File: src/rtl/ctrl_pkg.sv
// Shared types for the pipelined control decoder: opcode enums, control bundle and FSM states.
package ctrl_pkg;

  localparam int unsigned ROP_W_DEF = 4;
  localparam int unsigned IOP_W_DEF = 3;

  typedef enum logic [ROP_W_DEF-1:0] {
    ADD, SUB, AND, OR, XOR, NOR, SLT, SGT,
    LW, SW, MUL, DIV, BR, J, SET, LA
  } rop_e;

  typedef enum logic [IOP_W_DEF-1:0] {
    ADDI, SUBI, ANDI, SLL, SRL, SETI
  } iop_e;

  typedef struct packed {
    logic reg_write;
    logic reg_set;
    logic mem_write;
    logic mem_to_reg;
    logic ctrl_branch;
    logic alu_src;
    logic illegal;
  } ctrl_t;

  typedef enum logic [0:0] {
    RUN,
    LD_BUBBLE
  } dec_state_e;

endpackage

File: src/rtl/ctrl_decoder_pipe_if.sv
// Fetch-side handshake and registered control bundle of the decoder.
interface ctrl_decoder_pipe_if #(
  parameter int unsigned INSTR_W = 9,
  parameter int unsigned ROP_W   = 4,
  parameter int unsigned IOP_W   = 3,
  parameter int unsigned CNT_W   = 16
);

  logic               in_valid;
  logic               in_ready;
  logic [INSTR_W-1:0] instr;
  logic               out_valid;
  logic               out_ready;
  logic               type_code;
  logic [ROP_W-1:0]   r_op;
  logic [IOP_W-1:0]   i_op;
  logic               reg_write;
  logic               reg_set;
  logic               mem_write;
  logic               mem_to_reg;
  logic               ctrl_branch;
  logic               alu_src;
  logic               illegal;
  logic [CNT_W-1:0]   stall_cnt;

  modport master (
    output in_valid, instr, out_ready,
    input  in_ready, out_valid, type_code, r_op, i_op, reg_write, reg_set, mem_write,
           mem_to_reg, ctrl_branch, alu_src, illegal, stall_cnt
  );

  modport slave (
    input  in_valid, instr, out_ready,
    output in_ready, out_valid, type_code, r_op, i_op, reg_write, reg_set, mem_write,
           mem_to_reg, ctrl_branch, alu_src, illegal, stall_cnt
  );

endinterface

File: src/rtl/ctrl_decode_comb.sv
// Pure combinational decode of one instruction word into the control bundle.
module ctrl_decode_comb
  import ctrl_pkg::*;
#(
  parameter int unsigned INSTR_W = 9,
  parameter int unsigned ROP_W   = 4,
  parameter int unsigned IOP_W   = 3
) (
  input  logic [INSTR_W-1:0] i_instr,
  output ctrl_t              o_ctrl
);

  logic [ROP_W-1:0] w_rop;
  logic [IOP_W-1:0] w_iop;
  logic             w_unused_bits;

  assign w_rop = i_instr[ROP_W-1:0];
  assign w_iop = i_instr[IOP_W-1:0];
  // Bits between the opcode field and the type code carry operands, not control.
  assign w_unused_bits = ^i_instr[INSTR_W-2:ROP_W];

  always_comb begin
    o_ctrl = '0;
    if (i_instr[INSTR_W-1]) begin
      if (w_iop <= IOP_W'(SETI)) begin
        o_ctrl.reg_write = 1'b1;
        o_ctrl.alu_src   = 1'b1;
      end else begin
        o_ctrl.illegal = 1'b1;
      end
    end else begin
      case (w_rop)
        ROP_W'(LW): begin
          o_ctrl.reg_write  = 1'b1;
          o_ctrl.mem_to_reg = 1'b1;
        end
        ROP_W'(SW):             o_ctrl.mem_write   = 1'b1;
        ROP_W'(BR), ROP_W'(J):  o_ctrl.ctrl_branch = 1'b1;
        ROP_W'(SET):            o_ctrl.reg_set     = 1'b1;
        default:                o_ctrl.reg_write   = 1'b1;
      endcase
    end
  end

endmodule

File: src/rtl/ctrl_decoder_pipe.sv
// Registered control decoder with valid/ready handshake, LW load-use bubble and flush.
module ctrl_decoder_pipe
  import ctrl_pkg::*;
#(
  parameter int unsigned INSTR_W        = 9,
  parameter int unsigned ROP_W          = 4,
  parameter int unsigned IOP_W          = 3,
  parameter bit          LOAD_USE_STALL = 1'b1,
  parameter int unsigned CNT_W          = 16
) (
  input logic              clk,
  input logic              reset,
  input logic              flush,
  ctrl_decoder_pipe_if.slave bus
);

  dec_state_e       r_state;
  dec_state_e       w_state_d;
  logic             r_out_valid;
  logic             r_type;
  logic [ROP_W-1:0] r_rop;
  logic [IOP_W-1:0] r_iop;
  ctrl_t            r_ctrl;
  logic [CNT_W-1:0] r_stall_cnt;

  ctrl_t w_ctrl;
  logic  w_in_ready;
  logic  w_accept;
  logic  w_consume;
  logic  w_cnt_sat;

  ctrl_decode_comb #(
    .INSTR_W (INSTR_W),
    .ROP_W   (ROP_W),
    .IOP_W   (IOP_W)
  ) u_decode (
    .i_instr (bus.instr),
    .o_ctrl  (w_ctrl)
  );

  assign w_in_ready = !reset && !flush && (r_state == RUN) && (!r_out_valid || bus.out_ready);
  assign w_accept   = bus.in_valid && w_in_ready;
  assign w_consume  = r_out_valid && bus.out_ready;
  assign w_cnt_sat  = &r_stall_cnt;

  // mem_to_reg is set only for LW, so it doubles as the load detector.
  always_comb begin
    w_state_d = r_state;
    unique case (r_state)
      RUN:       if (w_accept && w_ctrl.mem_to_reg && LOAD_USE_STALL) w_state_d = LD_BUBBLE;
      LD_BUBBLE: if (w_consume) w_state_d = RUN;
      default:   w_state_d = RUN;
    endcase
    if (flush) w_state_d = RUN;
  end

  always_ff @(posedge clk) begin
    if (reset) begin
      r_state     <= RUN;
      r_out_valid <= 1'b0;
      r_type      <= 1'b0;
      r_rop       <= '0;
      r_iop       <= '0;
      r_ctrl      <= '0;
      r_stall_cnt <= '0;
    end else begin
      r_state <= w_state_d;
      if ((r_state == LD_BUBBLE) && !w_cnt_sat) r_stall_cnt <= r_stall_cnt + CNT_W'(1);
      if (flush) begin
        r_out_valid <= 1'b0;
      end else if (w_accept) begin
        r_out_valid <= 1'b1;
        r_type      <= bus.instr[INSTR_W-1];
        r_rop       <= bus.instr[ROP_W-1:0];
        r_iop       <= bus.instr[IOP_W-1:0];
        r_ctrl      <= w_ctrl;
      end else if (w_consume) begin
        r_out_valid <= 1'b0;
      end
    end
  end

  assign bus.in_ready    = w_in_ready;
  assign bus.out_valid   = r_out_valid;
  assign bus.type_code   = r_type;
  assign bus.r_op        = r_rop;
  assign bus.i_op        = r_iop;
  assign bus.reg_write   = r_ctrl.reg_write;
  assign bus.reg_set     = r_ctrl.reg_set;
  assign bus.mem_write   = r_ctrl.mem_write;
  assign bus.mem_to_reg  = r_ctrl.mem_to_reg;
  assign bus.ctrl_branch = r_ctrl.ctrl_branch;
  assign bus.alu_src     = r_ctrl.alu_src;
  assign bus.illegal     = r_ctrl.illegal;
  assign bus.stall_cnt   = r_stall_cnt;

endmodule

File: src/flat_wrapper.sv
// flat-port wrapper written by rule: the top's interface ports become plain ports
module ctrl_decoder_pipe_flat import ctrl_pkg::*;
#(
  parameter int unsigned INSTR_W        = 9,
  parameter int unsigned ROP_W          = 4,
  parameter int unsigned IOP_W          = 3,
  parameter bit          LOAD_USE_STALL = 1'b1,
  parameter int unsigned CNT_W          = 16
)
  (clk, reset, flush, bus_in_valid, bus_instr, bus_out_ready, bus_in_ready, bus_out_valid, bus_type_code, bus_r_op, bus_i_op, bus_reg_write, bus_reg_set, bus_mem_write, bus_mem_to_reg, bus_ctrl_branch, bus_alu_src, bus_illegal, bus_stall_cnt);
  ctrl_decoder_pipe_if #(.INSTR_W(INSTR_W), .ROP_W(ROP_W), .IOP_W(IOP_W), .CNT_W(CNT_W)) bus_i ();
  input logic clk;
  input logic reset;
  input logic flush;
  input wire logic [$bits(bus_i.in_valid)-1:0] bus_in_valid;
  input wire logic [$bits(bus_i.instr)-1:0] bus_instr;
  input wire logic [$bits(bus_i.out_ready)-1:0] bus_out_ready;
  output wire logic [$bits(bus_i.in_ready)-1:0] bus_in_ready;
  output wire logic [$bits(bus_i.out_valid)-1:0] bus_out_valid;
  output wire logic [$bits(bus_i.type_code)-1:0] bus_type_code;
  output wire logic [$bits(bus_i.r_op)-1:0] bus_r_op;
  output wire logic [$bits(bus_i.i_op)-1:0] bus_i_op;
  output wire logic [$bits(bus_i.reg_write)-1:0] bus_reg_write;
  output wire logic [$bits(bus_i.reg_set)-1:0] bus_reg_set;
  output wire logic [$bits(bus_i.mem_write)-1:0] bus_mem_write;
  output wire logic [$bits(bus_i.mem_to_reg)-1:0] bus_mem_to_reg;
  output wire logic [$bits(bus_i.ctrl_branch)-1:0] bus_ctrl_branch;
  output wire logic [$bits(bus_i.alu_src)-1:0] bus_alu_src;
  output wire logic [$bits(bus_i.illegal)-1:0] bus_illegal;
  output wire logic [$bits(bus_i.stall_cnt)-1:0] bus_stall_cnt;
  assign bus_i.in_valid = bus_in_valid;
  assign bus_i.instr = bus_instr;
  assign bus_i.out_ready = bus_out_ready;
  assign bus_in_ready = bus_i.in_ready;
  assign bus_out_valid = bus_i.out_valid;
  assign bus_type_code = bus_i.type_code;
  assign bus_r_op = bus_i.r_op;
  assign bus_i_op = bus_i.i_op;
  assign bus_reg_write = bus_i.reg_write;
  assign bus_reg_set = bus_i.reg_set;
  assign bus_mem_write = bus_i.mem_write;
  assign bus_mem_to_reg = bus_i.mem_to_reg;
  assign bus_ctrl_branch = bus_i.ctrl_branch;
  assign bus_alu_src = bus_i.alu_src;
  assign bus_illegal = bus_i.illegal;
  assign bus_stall_cnt = bus_i.stall_cnt;
  ctrl_decoder_pipe #(.INSTR_W(INSTR_W), .ROP_W(ROP_W), .IOP_W(IOP_W), .LOAD_USE_STALL(LOAD_USE_STALL), .CNT_W(CNT_W)) u_core (.clk(clk), .reset(reset), .flush(flush), .bus(bus_i));
endmodule
File: config.mk
export PLATFORM = sky130hd
export DESIGN_NAME = ctrl_decoder_pipe_flat
export DESIGN_NICKNAME = d
export VERILOG_FILES = /design/src/rtl/ctrl_pkg.sv /design/src/rtl/ctrl_decoder_pipe_if.sv /design/src/rtl/ctrl_decode_comb.sv /design/src/rtl/ctrl_decoder_pipe.sv /design/src/flat_wrapper.sv
export SDC_FILE = /design/constraint.sdc
export NUM_CORES = 1
export LEC_CHECK = 0
export ABC_AREA = 1
export BUFFER_PORTS_ARGS = -buffer_cell sky130_fd_sc_hd__buf_2
export CAP_MARGIN = 20
export CORE_UTILIZATION = 56
export DETAILED_ROUTE_END_ITERATION = 8
export PLACE_DENSITY = 0.83
export RECOVER_POWER = 100
export SLEW_MARGIN = 20
export SYNTH_ARGS = -nofsm -noshare
export SYNTH_HDL_FRONTEND = slang
export SYNTH_HIERARCHICAL = 1
export SYNTH_SLANG_ARGS = --single-unit
File: constraint.sdc
create_clock -name clk -period 3.9 [get_ports clk]
set_input_delay 0.585 -clock clk [delete_from_list [all_inputs] [get_ports clk]]
set_output_delay 0.585 -clock clk [all_outputs]
set_load 0.02 [all_outputs]
Word level (Yosys, flattened, before mapping)
Index checks and enable logic that the tools add are counted.
{"block": "word_totals", "out_inout_bits": 33, "register_bits": 33}
{"block": "op_classes", "n_eq_ne": 5, "n_mux": 15, "bitwise_logic": 2, "n_addsub": 1, "n_reduce_logical": 18, "magnitude_cmp": 1}
{"cell": "$eq A4 B4 Y1 const B", "count": 5}
{"cell": "$add A16 B1 Y16 const B", "count": 1}
{"cell": "$reduce_and A16 Y1", "count": 1}
{"cell": "$mux W1", "count": 12}
{"cell": "$logic_and A1 B1 Y1", "count": 7}
{"cell": "$logic_not A1 Y1", "count": 4}
{"cell": "$mux W4", "count": 1}
{"cell": "$reduce_or A2 Y1", "count": 2}
{"cell": "$reduce_or A4 Y1", "count": 1}
{"cell": "$le A3 B3 Y1 const B", "count": 1}
{"cell": "$mux W2", "count": 1}
{"cell": "$not A1 Y1", "count": 2}
{"cell": "$pmux W1 S2", "count": 1}
{"cell": "$reduce_and A2 Y1", "count": 1}
{"cell": "$reduce_bool A2 Y1", "count": 1}
{"cell": "$logic_or A1 B1 Y1", "count": 1}

Longest topological paths before layout
Gate-level depths: netlist of run 1.
{"block": "logic_depth", "depth_word": 8, "mapped_depth": 10, "depth_no_buf": 10}

By module
The synthesis of run 1 kept the hierarchy.
{"module": "ctrl_decoder_pipe", "cells_per_inst": 235, "instances": 1, "area_per_inst_um2": 1655.3}
{"module": "ctrl_decode_comb", "cells_per_inst": 22, "instances": 1, "area_per_inst_um2": 92.6}

Least setup slack after synthesis of run 1
No wires, ideal clock.
{"block": "synth_path", "path_type": "input to output", "startpoint": "input port flush", "endpoint": "output port bus_in_ready", "path_slack_ns": 2.159, "arrival_time_ns": 1.156, "n_path_buf": 1, "path_stages": 3, "path_cell_list": "or2_4 nor2_8 buf_6"}
{"block": "synth_via", "elab_chain_len": 4}
{"element": "start, declared", "line_no": "flat_wrapper.sv:14", "source": "input logic flush;"}
{"element": "$logic_not A1 Y1", "line_no": "ctrl_decoder_pipe.sv:41", "source": "assign w_in_ready = !reset && !flush && (r_state == RUN) && (!r_out_valid || bus.out_ready);"}
{"element": "$logic_and A1 B1 Y1 (3 in series)", "line_no": "ctrl_decoder_pipe.sv:41"}
{"element": "end, declared", "line_no": "flat_wrapper.sv:18", "source": "output wire logic [$bits(bus_i.in_ready)-1:0] bus_in_ready;"}
No other way between the ends.

Worst setup path after layout of run 1
{"block": "layout_path", "startpoint": "input port reset", "endpoint": "output port bus_in_ready"}
{"block": "layout_via", "elab_chain_len": 4}
{"element": "start, declared", "line_no": "flat_wrapper.sv:13", "source": "input logic reset;"}
{"element": "$logic_not A1 Y1", "line_no": "ctrl_decoder_pipe.sv:41"}
{"element": "$logic_and A1 B1 Y1 (3 in series)", "line_no": "ctrl_decoder_pipe.sv:41"}
No other way between the ends.

==> flow_metrics.py, run 1 <==
metrics = {
    "layout": {
        "fill_cells": 282,
        "nNetsFinal": 313,
        "instances_no_fill": 328,
        "post_route_cells_drive_above_1_share": 0.141,
        "diodes": 0,
        "largest_reg_flops": 16,
        "syn_to_final_growth_pct": 7.59,
    },
    "setup_path": {
        "slowest_stage": "nor2_1",
        "crit_required_ns": 3.31,
        "path_buf_inv": 2,
        "worstPathArrival_ns": 2.22,
        "cp_max_fo": 15,
        "cp-start-kind": "primary input",
        "cp_top_family": "simple AND/OR/NAND/NOR gates",
        "cpPeakStageDelay_ns": 0.87,
        "endpoint_kind": "output port",
        "crit_type": "in2out",
        "cp_cell_sequence": "buf_2, or2_0, nor2_1, clkbuf_1",
    },
    "placed_design": {
        "dpl.hpwl_mm": 2.68,
        "place_congestion": 0.886,
        "dpl.cell_count": 322,
        "portBuffers": 42,
    },
    "clock_tree": {
        "clk_path_buf_depth": 2,
        "cts_root_buf": "clkbuf_4",
        "cts.hold.buffers_added": 0,
        "cts_sinks": 30,
        "cts_resized": 0,
        "htree_num_levels": 2,
        "cts_tree": "done",
        "numCtsBuffers": 5,
        "cts.clk_slew.worst_paths_ns": 0.09,
        "worstSkewPairLatency_ns": 0.34,
        "postCtsSetupRepairBufs": 0,
    },
    "detailed_routing": {
        "drtAntennaViolNets": 0,
        "vias": 1643,
        "routed_via_density": 5.01,
        "drt_wl_total_mm": 3.64,
        "avgRoutedWirePerCell_um": 11.1,
        "dr.pass1.iters": 6,
        "drc": 1,
        "drt_iter0_drc": 98,
    },
    "timing": {
        "period_needed_ns": 2.80,
        "clock_skew_ns": 0.00584,
        "hold_viol": 0,
        "setup_viol": 0,
        "fin_tns_setup_ns": 0,
        "min_period_over_period": 0.718,
        "fmax_mhz": 357,
        "tightestPinTransition_ns": 1.12,
        "slew_headroom": 0.249,
        "drv_slew": 0,
        "rsz0062_at_grt": "no",
        "whs_ns": 0.467,
    },
    "floorplanning": {
        "ios": 47,
        "die_width_um": 57.9,
        "die_h_um": 57.9,
        "initial_utilization": 0.613,
        "die-area_um2": 3350,
        "core_area_um2": 2850,
        "rows": 19,
    },
    "status": {
        "outcome": "finished, violations left",
        "violations": "DRC",
    },
    "power_and_ir_drop": {
        "power_mw": 0.538,
        "p_leak_nw": 0.774,
        "peakVddDrop_uv": 205,
        "powerDensity_nw_per_um2": 286,
    },
    "global_routing": {
        "grt_start_max_net_pins": 16,
        "grt_overflow_total": 0,
        "grt_antenna_before_repair": 0,
        "grt_pass1_wl_mm": 6.29,
        "grt_use_total": 0.245,
        "first_global_vias": 1443,
    },
    "logic_synthesis": {
        "syn-num-nets": 272,
        "yosysSeqAreaShare": 0.344,
        "yosysTopAreaCell": "dfxtp_1",
        "syn_area_um2": 1750,
        "synth_cell_types": 26,
        "syn_avg_cell_area_um2": 6.80,
        "synth_edf_count": 0,
        "synth-seq-cells": 30,
        "yosysWarningCount": 6,
        "yosysMostFrequentCell": "nand2_1",
        "synthArstFlopShare": 0,
        "synthFlopType": "dfxtp_1",
        "synthCells": 257,
        "synth_top_area_frac": 0.344,
        "yosys-top-cells-count": "65 x nand2_1, 48 x nor2_1, 30 x dfxtp_1",
        "synth_area_leaders": "dfxtp_1 34%, nand2_1 14%, nor2_1 10%, nand3_2 6.3%, a21oi_1 6.0%",
    },
    "flow_run": {
        "drv_cap": 0,
    },
    "worst_hold_path": {
        "holdCritPathClass": "reg2reg",
    },
}
[path summary, 6_finish.rpt]
check	end	slack, ns	cells after the start	from
setup reg to reg	u_core/bus.r_op[1]$_SDFFE_PP0P_	1.54	6	u_core/r_state$_SDFF_PP0_
hold reg to reg	u_core/bus.alu_src$_SDFFE_PP0P_	0.47	2	u_core/bus.alu_src$_SDFFE_PP0P_
hold / removal	u_core/bus.alu_src$_SDFFE_PP0P_	0.47	2	u_core/bus.alu_src$_SDFFE_PP0P_
setup / recovery	bus_in_ready	1.10	4	reset
[power breakdown]
group / switching, mW / total (mW) / leakage (nW) / internal [mW]
registers: 0.00171 / 0.311 / 0.242 / 0.309
logic: 0.0313 / 0.0435 / 0.502 / 0.0123
clock network: 0.103 / 0.184 / 0.0302 / 0.0810
[final cells by class]
cell class | instances | area (µm²) | area share
inverters | 30 | 119 | 0.0632
multi-input cells | 189 | 902 | 0.480
flip-flops and latches | 30 | 601 | 0.319
repair buffers | 42 | 169 | 0.0898
clock buffers | 6 | 51.3 | 0.0273
well taps | 31 | 38.8 | 0.0206
[tightest hold or removal path: cells and delay by family (launching register included)]
| kind | cells | cell delay (ns) |
|---|---|---|
| flops | 1 | 0.32 |
| simple gates | 1 | 0.06 |
| compound gates | 1 | 0.05 |
[per-stage QoR]
| step | worst slack, ns | area [µm²] | util |
|---|---|---|---|
| detailed placement | 1.77 | 1940 | 0.679 |
| floorplan | 2.16 | 1750 | - |
| global route | 0.980 | 1880 | 0.659 |
| global placement | 1.77 | 1940 | 0.679 |
| finish | 1.10 | 1880 | 0.659 |
| CTS | 1.77 | 1990 | 0.696 |
[per-layer routing]
metal,vias up,part of all wire,global-route usage
li1,880,-,-
met1,714,0.53,0.342
met2,44,0.41,0.346
met3,5,0.053,0.0826
met4,0,0.0080,0.0952
met5,-,0,0
[kinds of logic after synthesis]
kind of cell,after synthesis,synth area share
fa+ha+maj,1,0.00716
simple gates,161,0.467
buf+inv,38,0.103
flops,30,0.344
compound gates,27,0.0795
[cell usage in the layout (no fill, tap or decap)]
cell type | synthesis | final
nand2_1 | 65 | 67
nor2_1 | 48 | 52
clkbuf_1 | 1 | 33
dfxtp_1 | 30 | 30
inv_1 | 25 | 25
a21oi_1 | 21 | 21
nand3_1 | 14 | 15
nand3_2 | 11 | 10
buf_2 | 1 | 9
clkbuf_4 | 0 | 5
nand2_2 | 5 | 4
o21ai_0 | 3 | 4
inv_2 | 3 | 3
nor2_4 | 5 | 3
nand4_1 | 3 | 3
nand2_4 | 3 | 2
nor3_1 | 2 | 2
nor2_2 | 2 | 2
clkbuf_8 | 0 | 1
or2_0 | 0 | 1
clkinv_4 | 1 | 1
clkinvlp_2 | 0 | 1
o21ai_1 | 2 | 1
ha_1 | 1 | 1
a21oi_2 | 1 | 1
(Power assumes the default switching activity.)
==> run 2: changes to the inputs <==
--- a/config.mk
+++ b/config.mk
@@ -8,9 +8,9 @@
 export ABC_AREA = 1
 export BUFFER_PORTS_ARGS = -buffer_cell sky130_fd_sc_hd__buf_2
 export CAP_MARGIN = 20
-export CORE_UTILIZATION = 56
+export CORE_UTILIZATION = 47
 export DETAILED_ROUTE_END_ITERATION = 8
-export PLACE_DENSITY = 0.83
+export PLACE_DENSITY = 0.74
 export RECOVER_POWER = 100
 export SLEW_MARGIN = 20
 export SYNTH_ARGS = -nofsm -noshare
==> constraint.sdc (replaced) <==
create_clock -name clk -period 2.4 [get_ports clk]
set_input_delay 0.36 -clock clk [delete_from_list [all_inputs] [get_ports clk]]
set_output_delay 0.36 -clock clk [all_outputs]
set_load 0.02 [all_outputs]
==> flow_metrics.py, run 2 (synthesis results as in run 1) <==
metrics = {
    "power_and_ir_drop": {
        "powerDensity_nw_per_um2": 509,
        "peakVddDrop_uv": 510,
        "p_leak_nw": 0.797,
        "power_mw": 0.991,
    },
    "floorplanning": {
        "die_width_um": 63.0,
        "die-area_um2": 3970,
        "core_area_um2": 3440,
        "die_h_um": 63.0,
        "ios": 47,
        "rows": 21,
        "initial_utilization": 0.508,
    },
    "placed_design": {
        "dpl.cell_count": 337,
        "place_congestion": 0.889,
        "portBuffers": 42,
        "dpl.hpwl_mm": 2.71,
    },
    "layout": {
        "layout_commonest_cell": "nand2_1",
        "diodes": 0,
        "post_route_cells_drive_above_1_share": 0.134,
        "largest_reg_flops": 16,
        "instances_no_fill": 345,
        "nNetsFinal": 313,
        "syn_to_final_growth_pct": 11.3,
        "final_cell_mix": "69 x nand2_1, 52 x nor2_1, 34 x clkbuf_1",
    },
    "timing": {
        "tightestPinTransition_ns": 0.470,
        "drv_slew": 0,
        "rsz0062_at_grt": "no",
        "fin_tns_setup_ns": 0,
        "setup_viol": 0,
        "slew_headroom": 0.686,
        "hold_viol": 0,
        "whs_ns": 0.371,
        "fmax_mhz": 547,
        "min_period_over_period": 0.761,
        "clock_skew_ns": 0.00367,
        "period_needed_ns": 1.83,
    },
    "global_routing": {
        "grt_pass1_wl_mm": 6.20,
        "first_global_vias": 1376,
        "grt_overflow_total": 0,
        "grt_start_max_net_pins": 16,
        "grt_antenna_before_repair": 0,
        "grt_use_total": 0.194,
    },
    "detailed_routing": {
        "drtAntennaViolNets": 0,
        "dr.pass1.iters": 4,
        "drc": 0,
        "vias": 1642,
        "drt_wl_total_mm": 3.64,
        "drt_iter0_drc": 82,
        "avgRoutedWirePerCell_um": 10.5,
        "routed_via_density": 4.76,
    },
    "clock_tree": {
        "cts_resized": 0,
        "cts_sinks": 30,
        "htree_num_levels": 2,
        "cts.hold.buffers_added": 0,
        "postCtsSetupRepairBufs": 0,
        "worstSkewPairLatency_ns": 0.27,
        "cts.clk_slew.worst_paths_ns": 0.06,
        "cts_tree": "done",
        "clk_path_buf_depth": 2,
        "numCtsBuffers": 5,
        "cts_root_buf": "clkbuf_8",
    },
    "setup_path": {
        "cp-start-kind": "register",
        "cp_cell_sequence": "inv_1, nand2_1, nor2_8, clkbuf_1",
        "endpoint_kind": "output port",
        "crit_required_ns": 2.04,
        "cp_max_fo": 14,
        "path_buf_inv": 2,
        "crit_type": "reg2out",
        "slowest_stage": "dfxtp_1",
        "worstPathArrival_ns": 1.47,
        "cpPeakStageDelay_ns": 0.38,
        "cp_top_family": "buffers and inverters",
    },
    "status": {
        "outcome": "finished, final reports clean",
    },
    "flow_run": {
        "drv_cap": 0,
    },
    "worst_hold_path": {
        "holdCritPathClass": "in2reg",
    },
}
## run 2: metal layers
| layer | wire [µm] | track usage | part of all wire |
|---|---|---|---|
| met1 | 1900 | 0.269 | 0.52 |
| met2 | 1570 | 0.293 | 0.43 |
| met5 | 0 | 0 | 0 |
| met3 | 152 | 0.0547 | 0.042 |
| met4 | 22 | 0.0436 | 0.0061 |
## run 2: worst paths after layout
path | slack (ns) | from | cells past startpoint | end
max | 0.57 | u_core/r_state$_SDFF_PP0_ | 4 | bus_in_ready
min | 0.37 | bus_instr[0] | 3 | u_core/bus.r_op[0]$_SDFFE_PP0P_
max reg2reg | 0.60 | u_core/bus.stall_cnt[0]$_SDFFE_PP0P_ | 9 | u_core/bus.stall_cnt[11]$_SDFFE_PP0P_
min reg2reg | 0.46 | u_core/bus.reg_write$_SDFFE_PP0P_ | 2 | u_core/bus.reg_write$_SDFFE_PP0P_
## run 2: cell type report
class	instances	area, µm²
clock buffer	7	86.3
timing repair buffer	42	169
sequential	30	601
tap	46	57.6
multi-input combinational	189	908
fill	374	1500
clock inverter	1	5.00
inverter	30	119
## run 2: worst register-to-register path, stage by stage, from the launching register on
cell	delay, ns
dfxtp_1	0.41
ha_1	0.22
nand2_1	0.09
nor2_1	0.33
nand2_4	0.08
clkinvlp_2	0.09
nand2_1	0.17
nand2_1	0.15
nand2_1	0.06
a21oi_1	0.15
## run 2: through the flow
| step | utilization | setup slack, ns | instance area [µm²] |
|---|---|---|---|
| 6_report | 0.565 | 0.573 | 1950 |
| 5_1_grt | 0.565 | 0.364 | 1950 |
| 4_1_cts | 0.594 | 0.675 | 2050 |
| 3_5_place_dp | 0.568 | 0.720 | 1950 |
| 3_3_place_gp | 0.568 | 0.715 | 1950 |
| 2_1_floorplan | - | 0.917 | 1750 |
## run 2: power by group
group          total (mW)  switching [mW]  internal (mW)  leakage (nW)
combinational      0.0745          0.0525         0.0220         0.507
clock               0.411           0.180          0.231        0.0482
sequential          0.506         0.00284          0.503         0.242
total               0.991           0.235          0.756         0.797
